<file path="src/rtl/uart_pkg.sv">
// Definitions shared by the UART transmitter and receiver: frame geometry,
// line levels and the receiver state encoding.
package uart_pkg;

    localparam int unsigned UART_DATA_BITS = 8;
    localparam int unsigned UART_IDX_W     = $clog2(UART_DATA_BITS);

    localparam logic UART_START_LVL = 1'b0;
    localparam logic UART_STOP_LVL  = 1'b1;
    localparam logic UART_IDLE_LVL  = 1'b1;

    typedef enum logic [2:0] {
        WAIT_HIGH,
        IDLE,
        START,
        DATA,
        STOP
    } uart_rx_state_e;

endpackage

</file>
<file path="src/rtl/uart_bit_timer.sv">
// Bit-period counter for the UART receiver. Counts elapsed clocks within a bit
// period and strobes at the sample point and at the half-bit point.
module uart_bit_timer #(
    parameter int unsigned CLKS_PER_BIT = 1
) (
    input  logic clk_i,
    input  logic rst_ni,
    input  logic clear_i,
    input  logic realign_i,
    output logic sample_o,
    output logic mid_o
);

    localparam int unsigned    TW       = (CLKS_PER_BIT > 1) ? $clog2(CLKS_PER_BIT) : 1;
    localparam logic [TW-1:0]  LOAD_VAL = (CLKS_PER_BIT > 1) ? TW'(1) : TW'(0);
    localparam logic [TW-1:0]  WRAP_VAL = TW'(CLKS_PER_BIT - 1);
    localparam logic [TW-1:0]  HALF_VAL = TW'(CLKS_PER_BIT / 2);

    logic [TW-1:0] cnt_q;
    logic [TW-1:0] cnt_d;

    // The cycle that triggers a clear/realign counts as tick 0 of the new period,
    // so the counter is loaded with 1; with one clock per bit it stays at 0.
    always_comb begin
        cnt_d = cnt_q + TW'(1);
        if (clear_i || realign_i) begin
            cnt_d = LOAD_VAL;
        end else if (cnt_q == WRAP_VAL) begin
            cnt_d = '0;
        end
    end

    always_ff @(posedge clk_i or negedge rst_ni) begin
        if (!rst_ni) begin
            cnt_q <= '0;
        end else begin
            cnt_q <= cnt_d;
        end
    end

    assign sample_o = (cnt_q == '0);
    assign mid_o    = (cnt_q == HALF_VAL);

endmodule

</file>
<file path="src/rtl/uart_rx.sv">
// UART receiver: deserialises start/8-data/stop frames (MSB first) from rx and
// presents each byte on a valid/ready port, flagging framing errors and overruns.
module uart_rx
    import uart_pkg::*;
#(
    parameter int unsigned CLKS_PER_BIT = 1
) (
    input  logic                      CLK,
    input  logic                      ASYNCRESET,
    input  logic                      rx,
    output logic [UART_DATA_BITS-1:0] data,
    output logic                      valid,
    input  logic                      ready,
    output logic                      frame_err,
    output logic                      overrun
);

    localparam logic [UART_IDX_W-1:0] IDX_LAST = UART_IDX_W'(UART_DATA_BITS - 1);

    uart_rx_state_e            state_q;
    logic [UART_IDX_W-1:0]     bit_idx_q;
    logic [UART_DATA_BITS-1:0] shift_q;
    logic [UART_DATA_BITS-1:0] data_q;
    logic                      valid_q;
    logic                      frame_err_q;
    logic                      overrun_q;

    logic tmr_clear;
    logic tmr_realign;
    logic tmr_sample;
    logic tmr_mid;

    assign tmr_clear   = (state_q == IDLE)  && (rx == UART_START_LVL);
    assign tmr_realign = (state_q == START) && tmr_mid && (rx == UART_START_LVL);

    uart_bit_timer #(
        .CLKS_PER_BIT(CLKS_PER_BIT)
    ) u_bit_timer (
        .clk_i    (CLK),
        .rst_ni   (ASYNCRESET),
        .clear_i  (tmr_clear),
        .realign_i(tmr_realign),
        .sample_o (tmr_sample),
        .mid_o    (tmr_mid)
    );

    always_ff @(posedge CLK or negedge ASYNCRESET) begin
        if (!ASYNCRESET) begin
            state_q     <= WAIT_HIGH;
            bit_idx_q   <= IDX_LAST;
            shift_q     <= '0;
            data_q      <= '0;
            valid_q     <= 1'b0;
            frame_err_q <= 1'b0;
            overrun_q   <= 1'b0;
        end else begin
            frame_err_q <= 1'b0;
            overrun_q   <= 1'b0;
            if (valid_q && ready) begin
                valid_q <= 1'b0;
            end
            case (state_q)
                WAIT_HIGH: begin
                    if (rx == UART_IDLE_LVL) begin
                        state_q <= IDLE;
                    end
                end
                IDLE: begin
                    if (rx == UART_START_LVL) begin
                        bit_idx_q <= IDX_LAST;
                        state_q   <= (CLKS_PER_BIT > 1) ? START : DATA;
                    end
                end
                START: begin
                    if (tmr_mid) begin
                        state_q <= (rx == UART_START_LVL) ? DATA : IDLE;
                    end
                end
                DATA: begin
                    if (tmr_sample) begin
                        shift_q <= {shift_q[UART_DATA_BITS-2:0], rx};
                        if (bit_idx_q == '0) begin
                            state_q <= STOP;
                        end else begin
                            bit_idx_q <= bit_idx_q - UART_IDX_W'(1);
                        end
                    end
                end
                STOP: begin
                    // A held, unconsumed byte wins over the new one; the newcomer is dropped.
                    if (tmr_sample) begin
                        if (rx == UART_STOP_LVL) begin
                            if (!valid_q || ready) begin
                                data_q  <= shift_q;
                                valid_q <= 1'b1;
                            end else begin
                                overrun_q <= 1'b1;
                            end
                            state_q <= IDLE;
                        end else begin
                            frame_err_q <= 1'b1;
                            state_q     <= WAIT_HIGH;
                        end
                    end
                end
                default: begin
                    state_q <= WAIT_HIGH;
                end
            endcase
        end
    end

    assign data      = data_q;
    assign valid     = valid_q;
    assign frame_err = frame_err_q;
    assign overrun   = overrun_q;

endmodule
</file>
<file path="config.mk">
export PLATFORM = sky130hd
export DESIGN_NAME = uart_rx
export DESIGN_NICKNAME = d
export VERILOG_FILES = /design/src/rtl/uart_pkg.sv /design/src/rtl/uart_bit_timer.sv /design/src/rtl/uart_rx.sv
export SDC_FILE = /design/constraint.sdc
export NUM_CORES = 1
export LEC_CHECK = 0
export ABC_AREA = 1
export BUFFER_PORTS_ARGS = -buffer_cell sky130_fd_sc_hd__buf_2
export CORE_ASPECT_RATIO = 0.7
export CORE_MARGIN = 10
export CORE_UTILIZATION = 58
export CTS_CLUSTER_SIZE = 24
export DETAILED_ROUTE_END_ITERATION = 8
export PLACE_DENSITY = 0.8
export SKIP_CTS_REPAIR_TIMING = 1
export SYNTH_ARGS = -nofsm -noshare
export SYNTH_HDL_FRONTEND = slang
export SYNTH_SLANG_ARGS = --single-unit
</file>
<file path="constraint.sdc">
create_clock -name CLK -period 4.15 [get_ports CLK]
set_clock_uncertainty 0.2 [all_clocks]
set_input_delay 0 -clock CLK [delete_from_list [all_inputs] [get_ports CLK]]
set_output_delay 0 -clock CLK [all_outputs]
set_load 0.03 [all_outputs]
</file>
==> results of run 1 <==
[metrics by stage]
step | hold WS, ns | utilization (%) | worst slack, ns | instances
3_3_place_gp | -0.193 | 69.1 | 2.47 | 151
3_5_place_dp | -0.183 | 69.1 | 2.40 | 151
6_report | -0.0192 | 72.4 | 2.39 | 158
4_1_cts | -0.546 | 70.6 | 2.37 | 155
5_1_grt | 0.0127 | 72.4 | 2.22 | 158
2_1_floorplan | -0.496 | - | 2.59 | 119
[report_power, final]
group          internal [mW]  switching, mW  total (mW)
clock                 0.0377         0.0694       0.107
combinational          0.107          0.220       0.326
sequential             0.336         0.0544       0.390
[area by class of cell]
cell class / count / share of cell area [%]
clock buffers: 4 / 2.18
inverters: 11 / 3.63
multi-input cells: 80 / 31.6
flip-flops and latches: 25 / 52.1
well taps: 21 / 2.18
repair buffers: 17 / 8.29
[path summary, 6_finish.rpt]
| path | startpoint | endpoint | cells past startpoint |
|---|---|---|---|
| min | ASYNCRESET | shift_q[2] | 2 |
| max reg2reg | state_q[0] | bit_idx_q[2] | 6 |
| max | state_q[0] | bit_idx_q[2] | 6 |
| min in group CLK | rx | frame_err | 3 |
| max in group asynchronous | ASYNCRESET | bit_idx_q[0] | 2 |
| min reg2reg | bit_idx_q[0] | bit_idx_q[0] | 2 |
[cell families after synthesis]
| logic type | count (synthesis) |
|---|---|
| AO/OA/AOI/OAI | 16 |
| adder cells (fa/ha/maj) | 2 |
| buffers and inverters | 14 |
| flip-flops | 25 |
| AND/OR/NAND/NOR | 62 |
[cell usage after synthesis]
library cell and n:
o21ai_0 12, a21oi_1 1, nand2_1 43, o21bai_1 1, dfstp_2 3, buf_6 2
inv_1 10, nor2_2 3, nand2_2 4, dfrtp_1 22, nor4_1 1, nand3_1 3
buf_2 1, nor2_1 4, nand4_1 3, o21ai_2 2, ha_1 2, and2_1 1
inv_4 1
[sequential cells by signal, indices dropped and copies added, names as in the netlist]
signal	flops
state_q	3
overrun	1
valid	1
frame_err	1
data	8
shift_q	8
bit_idx_q	3
[worst max-delay path: stages (launching register included)]
cell and delay [ns]:
dfrtp_1 0.46, nand2_2 0.09, nor2_2 0.39, nand2_1 0.23
nand2_2 0.17, nand2_1 0.07, o21ai_0 0.08
[per-layer routing]
layer  GRT usage [%]  vias to the layer above  part of all wire (%)
met1            12.5                      368                    50
li1                -                      412                     -
met3            5.16                        3                   6.4
met4            2.74                        0                  0.87
met2            15.3                       12                    43
met5               0                        -                     0
==> flow_summary.json, run 1 <==
{
  "relSlewSlack_pct": 62.8,
  "multi_input_area_um2": 382,
  "tns_ns": 0,
  "ir_drop_uv": 480,
  "worstPathMaxFanout": 11,
  "grt_pass1_vias": 748,
  "drv_cap": 0,
  "period_needed_ns": 1.76,
  "final_common_cell": "nand2_1",
  "clockBufferDepth": 2,
  "cts_root_buf": "clkbuf_4",
  "fp.dieH_um": 56.1,
  "wl_per_cell_um": 12.4,
  "gp_congestion": 0.767,
  "final_nets": 144,
  "ios": 15,
  "postRouteAntennaNets": 0,
  "start_util_pct": 64.9,
  "synth_xor_area_share_pct": 0,
  "hold_path.class": "in -> async",
  "syn_inst": 119,
  "ys_ff_latch": 25,
  "synthSimpleGateAreaFrac_pct": 24.6,
  "placed_cell_area_um2": 1150,
  "cp.required_ns": 4.20,
  "synth.top_cell.area_share_pct": 50.9,
  "synthMuxAreaShare_pct": 0,
  "yosys.area_share.adder_pct": 2.31,
  "via_count": 795,
  "start_kind": "flop",
  "ys_seq_area_share_pct": 58.2,
  "syn_avg_cell_area_um2": 9.09,
  "nFillCells": 127,
  "ys_warn_count": 0,
  "diodes": 0,
  "synth_area_um2": 1080,
  "grt_pass1_wl_um": 3310,
  "numClockSinks": 25,
  "drt_wl_total_um": 1960,
  "post-route-period-util_pct": 42.5,
  "finalSetupViolCount": 0,
  "yosys.area.top_type": "dfrtp_1",
  "mostFrequentLayoutCells": "nand2_1, dfrtp_1, buf_2, o21ai_0, inv_1",
  "grt_max_degree": 26,
  "dr.pass1.iters": 4,
  "cts_max_level": 1,
  "finalPower_uw": 823,
  "seqCellArea_um2": 629,
  "synth_nets": 125,
  "die_area_um2": 4020,
  "synth_cell_types": 19,
  "violations": "hold timing",
  "hold_viol_final": 22,
  "worstPathArrival_ns": 1.81,
  "synth_compound_area_share_pct": 8.32,
  "placementRows": 12,
  "fin_area_um2": 1210,
  "syn_to_final_growth_pct": 11.6,
  "worstSkewPairLatency_ns": 0.32,
  "p_leak_nw": 0.670,
  "antenna_found_initial": 0,
  "cts_tree": "done",
  "grt_overflow": 0,
  "worst-slew-pin-transition_ns": 0.555,
  "clkTransAtPathRegs_ns": 0.12,
  "core_um2": 1670,
  "global_route.usage.total_pct": 10.2,
  "crit_type": "reg -> reg",
  "synth_top_family_by_area": "simple AND/OR/NAND/NOR gates",
  "slew_violations": 0,
  "hold_ws_ns": -0.0192,
  "die_w_um": 71.6,
  "drt-initial-drc-count": 18,
  "route.detailed.drc": 0,
  "rsz0062_at_grt": "no",
  "pwr_density_cell_nw_per_um2": 682,
  "r2r_setup_slack_ns": 2.39,
  "dpl.hpwl_um": 1480,
  "detail_route.vias_per_cell": 5.03,
  "cts_buffers": 3,
  "io_buffers": 14,
  "synth_area_leaders": "dfrtp_1, nand2_1, dfstp_2",
  "crit_path_end_kind": "flop",
  "fmax_mhz": 567,
  "drive_above_1_share_pct": 21.9,
  "status": "finished, violations left"
}
No activity file was read; power rests on OpenSTA's default activity.
==> run 2: changes to the inputs <==
Settings changed: CORE_UTILIZATION 58 to 54, PLACE_DENSITY 0.8 to 0.76.
Clock period 4.15 ns to 1.7 ns, I/O delays scaled along.
==> flow_summary.json, run 2 (synthesis gave the netlist of run 1 again) <==
{
  "gp_congestion": 0.894,
  "slowest_stage": "dfstp_2",
  "tns_ns": 0,
  "power_frac_comb_pct": 41.9,
  "worst-slew-pin-transition_ns": 0.555,
  "start_kind": "flop",
  "multi_input_area_um2": 394,
  "postRouteAntennaNets": 0,
  "start_util_pct": 57.4,
  "worstSkewPairLatency_ns": 0.32,
  "finalSetupViolCount": 0,
  "diodes": 0,
  "drive_above_1_share_pct": 27.4,
  "slew_violations": 0,
  "clockBufferDepth": 2,
  "worst_slack_ns": 0.0838,
  "core_um2": 1890,
  "cts_root_buf": "clkbuf_4",
  "post-route-util_pct": 68.8,
  "numClockSinks": 25,
  "drv_cap": 0,
  "worst_path_largest_cell_delay_ns": 0.56,
  "cp.required_ns": 1.76,
  "grt_overflow": 0,
  "status": "finished, final reports clean",
  "dpl.hpwl_um": 1610,
  "antenna_found_initial": 0,
  "post-route-period-util_pct": 95.1,
  "via_count": 855,
  "detail_route.vias_per_cell": 5.09,
  "pwr_density_cell_nw_per_um2": 1620,
  "die_w_um": 73.5,
  "final_nets": 153,
  "mostFrequentLayoutCells": "nand2_1, dfrtp_1, buf_2, o21ai_0, inv_1",
  "dr.pass1.iters": 4,
  "hold_viol_final": 0,
  "drt-initial-drc-count": 27,
  "grt_pass1_wl_um": 3720,
  "place_ws_ns": 0.00560,
  "die_area_um2": 4220,
  "hold_path.class": "in -> reg",
  "wl_per_cell_um": 12.9,
  "syn_to_final_growth_pct": 19.9,
  "route.detailed.drc": 0,
  "fp.dieH_um": 57.5,
  "p_clk_share_pct": 12.5,
  "relSlewSlack_pct": 62.9,
  "ios": 15,
  "final_common_cell": "nand2_1",
  "cts_buffers": 3,
  "ir_drop_uv": 897,
  "seqPwrFrac_pct": 45.6,
  "p_switching_uw": 888,
  "crit_path_end_kind": "flop",
  "p_sw_share_pct": 42.4,
  "fmax_mhz": 619,
  "io_buffers": 14,
  "internal_power_mw": 1.21,
  "crit_type": "reg -> reg",
  "nFillCells": 154,
  "path_cells": "inv_2 -> ha_1 -> ha_1 -> inv_2 -> nand2_4 -> nand2_4 -> nand2_1 -> o21ai_1",
  "cts_tree": "done",
  "global_route.usage.total_pct": 11.5,
  "worstPathArrival_ns": 1.68,
  "cts_max_level": 1,
  "period_needed_ns": 1.62,
  "clkTransAtPathRegs_ns": 0.13,
  "worstPathMaxFanout": 5,
  "grt_pass1_vias": 851,
  "seqCellArea_um2": 629,
  "grt_max_degree": 26,
  "drt_wl_total_um": 2170,
  "placementRows": 13,
  "p_leak_nw": 0.718
}
run 2: cell types whose count changed in the layout (fill, tap and decap cells not counted), moves of 2 or more:
cell and change:
inv_1 -2, nand2_4 +2, inv_2 +2, dlygate4sd3_1 +3
buf_4 +6
run 2: power groups by stage:
stage / Combinational, mW / Sequential (mW) / Clock [mW]
after floorplan: 0.567 / 1.04 / 0
after global placement: 0.792 / 0.947 / 0
after detailed placement: 0.841 / 0.962 / 0
after CTS: 0.844 / 0.951 / 0.283
after global routing: 0.994 / 0.989 / 0.305
final: 0.878 / 0.956 / 0.263
run 2: metal layers:
metal  global-route usage [%]  wire length [um]  vias up
met3                     4.49               133        5
met2                     18.6              1070       17
met1                     12.4               913      403
met5                        0                 0        -
met4                     6.63                51        0
li1                         -                 -      430
run 2: layout make-up:
class,count,share of cell area (%)
clock buffers,3,1.74
clock inverters,1,0.386
inverters,11,3.38
multi-input cells,80,30.4
flip-flops and latches,25,48.5
well taps,22,2.12
repair buffers,26,13.5
run 2: path summary, 6_finish.rpt:
kind | start | end | slack (ns) | depth (start not counted)
max | bit_idx_q[0] | bit_idx_q[2] | 0.08 | 8
min | rx | frame_err | 0.21 | 3
max reg2reg | bit_idx_q[0] | bit_idx_q[2] | 0.08 | 8
min reg2reg | shift_q[6] | data[6] | 0.29 | 2
max in group asynchronous | ASYNCRESET | data[0] | 0.41 | 3
min in group asynchronous | ASYNCRESET | data[2] | 0.46 | 3
run 2: per-stage QoR:
step | power (mW) | hold slack, ns | std cells | cell area, um2
2_1_floorplan | 1.61 | -0.496 | 119 | 1080
3_3_place_gp | 1.74 | -0.194 | 158 | 1200
3_5_place_dp | 1.80 | -0.190 | 158 | 1200
4_1_cts | 2.08 | -0.569 | 162 | 1220
5_1_grt | 2.29 | 0.219 | 168 | 1300
6_report | 2.10 | 0.211 | 168 | 1300
run 2: critical path, delay by kind of cell, from the launching register on:
kind	cells	cell delay, ns
DFF	1	0.56
AOI/OAI and AO/OA	1	0.08
buffers and inverters	2	0.13
adders and majority gates	2	0.36
and+or+nand+nor	3	0.22
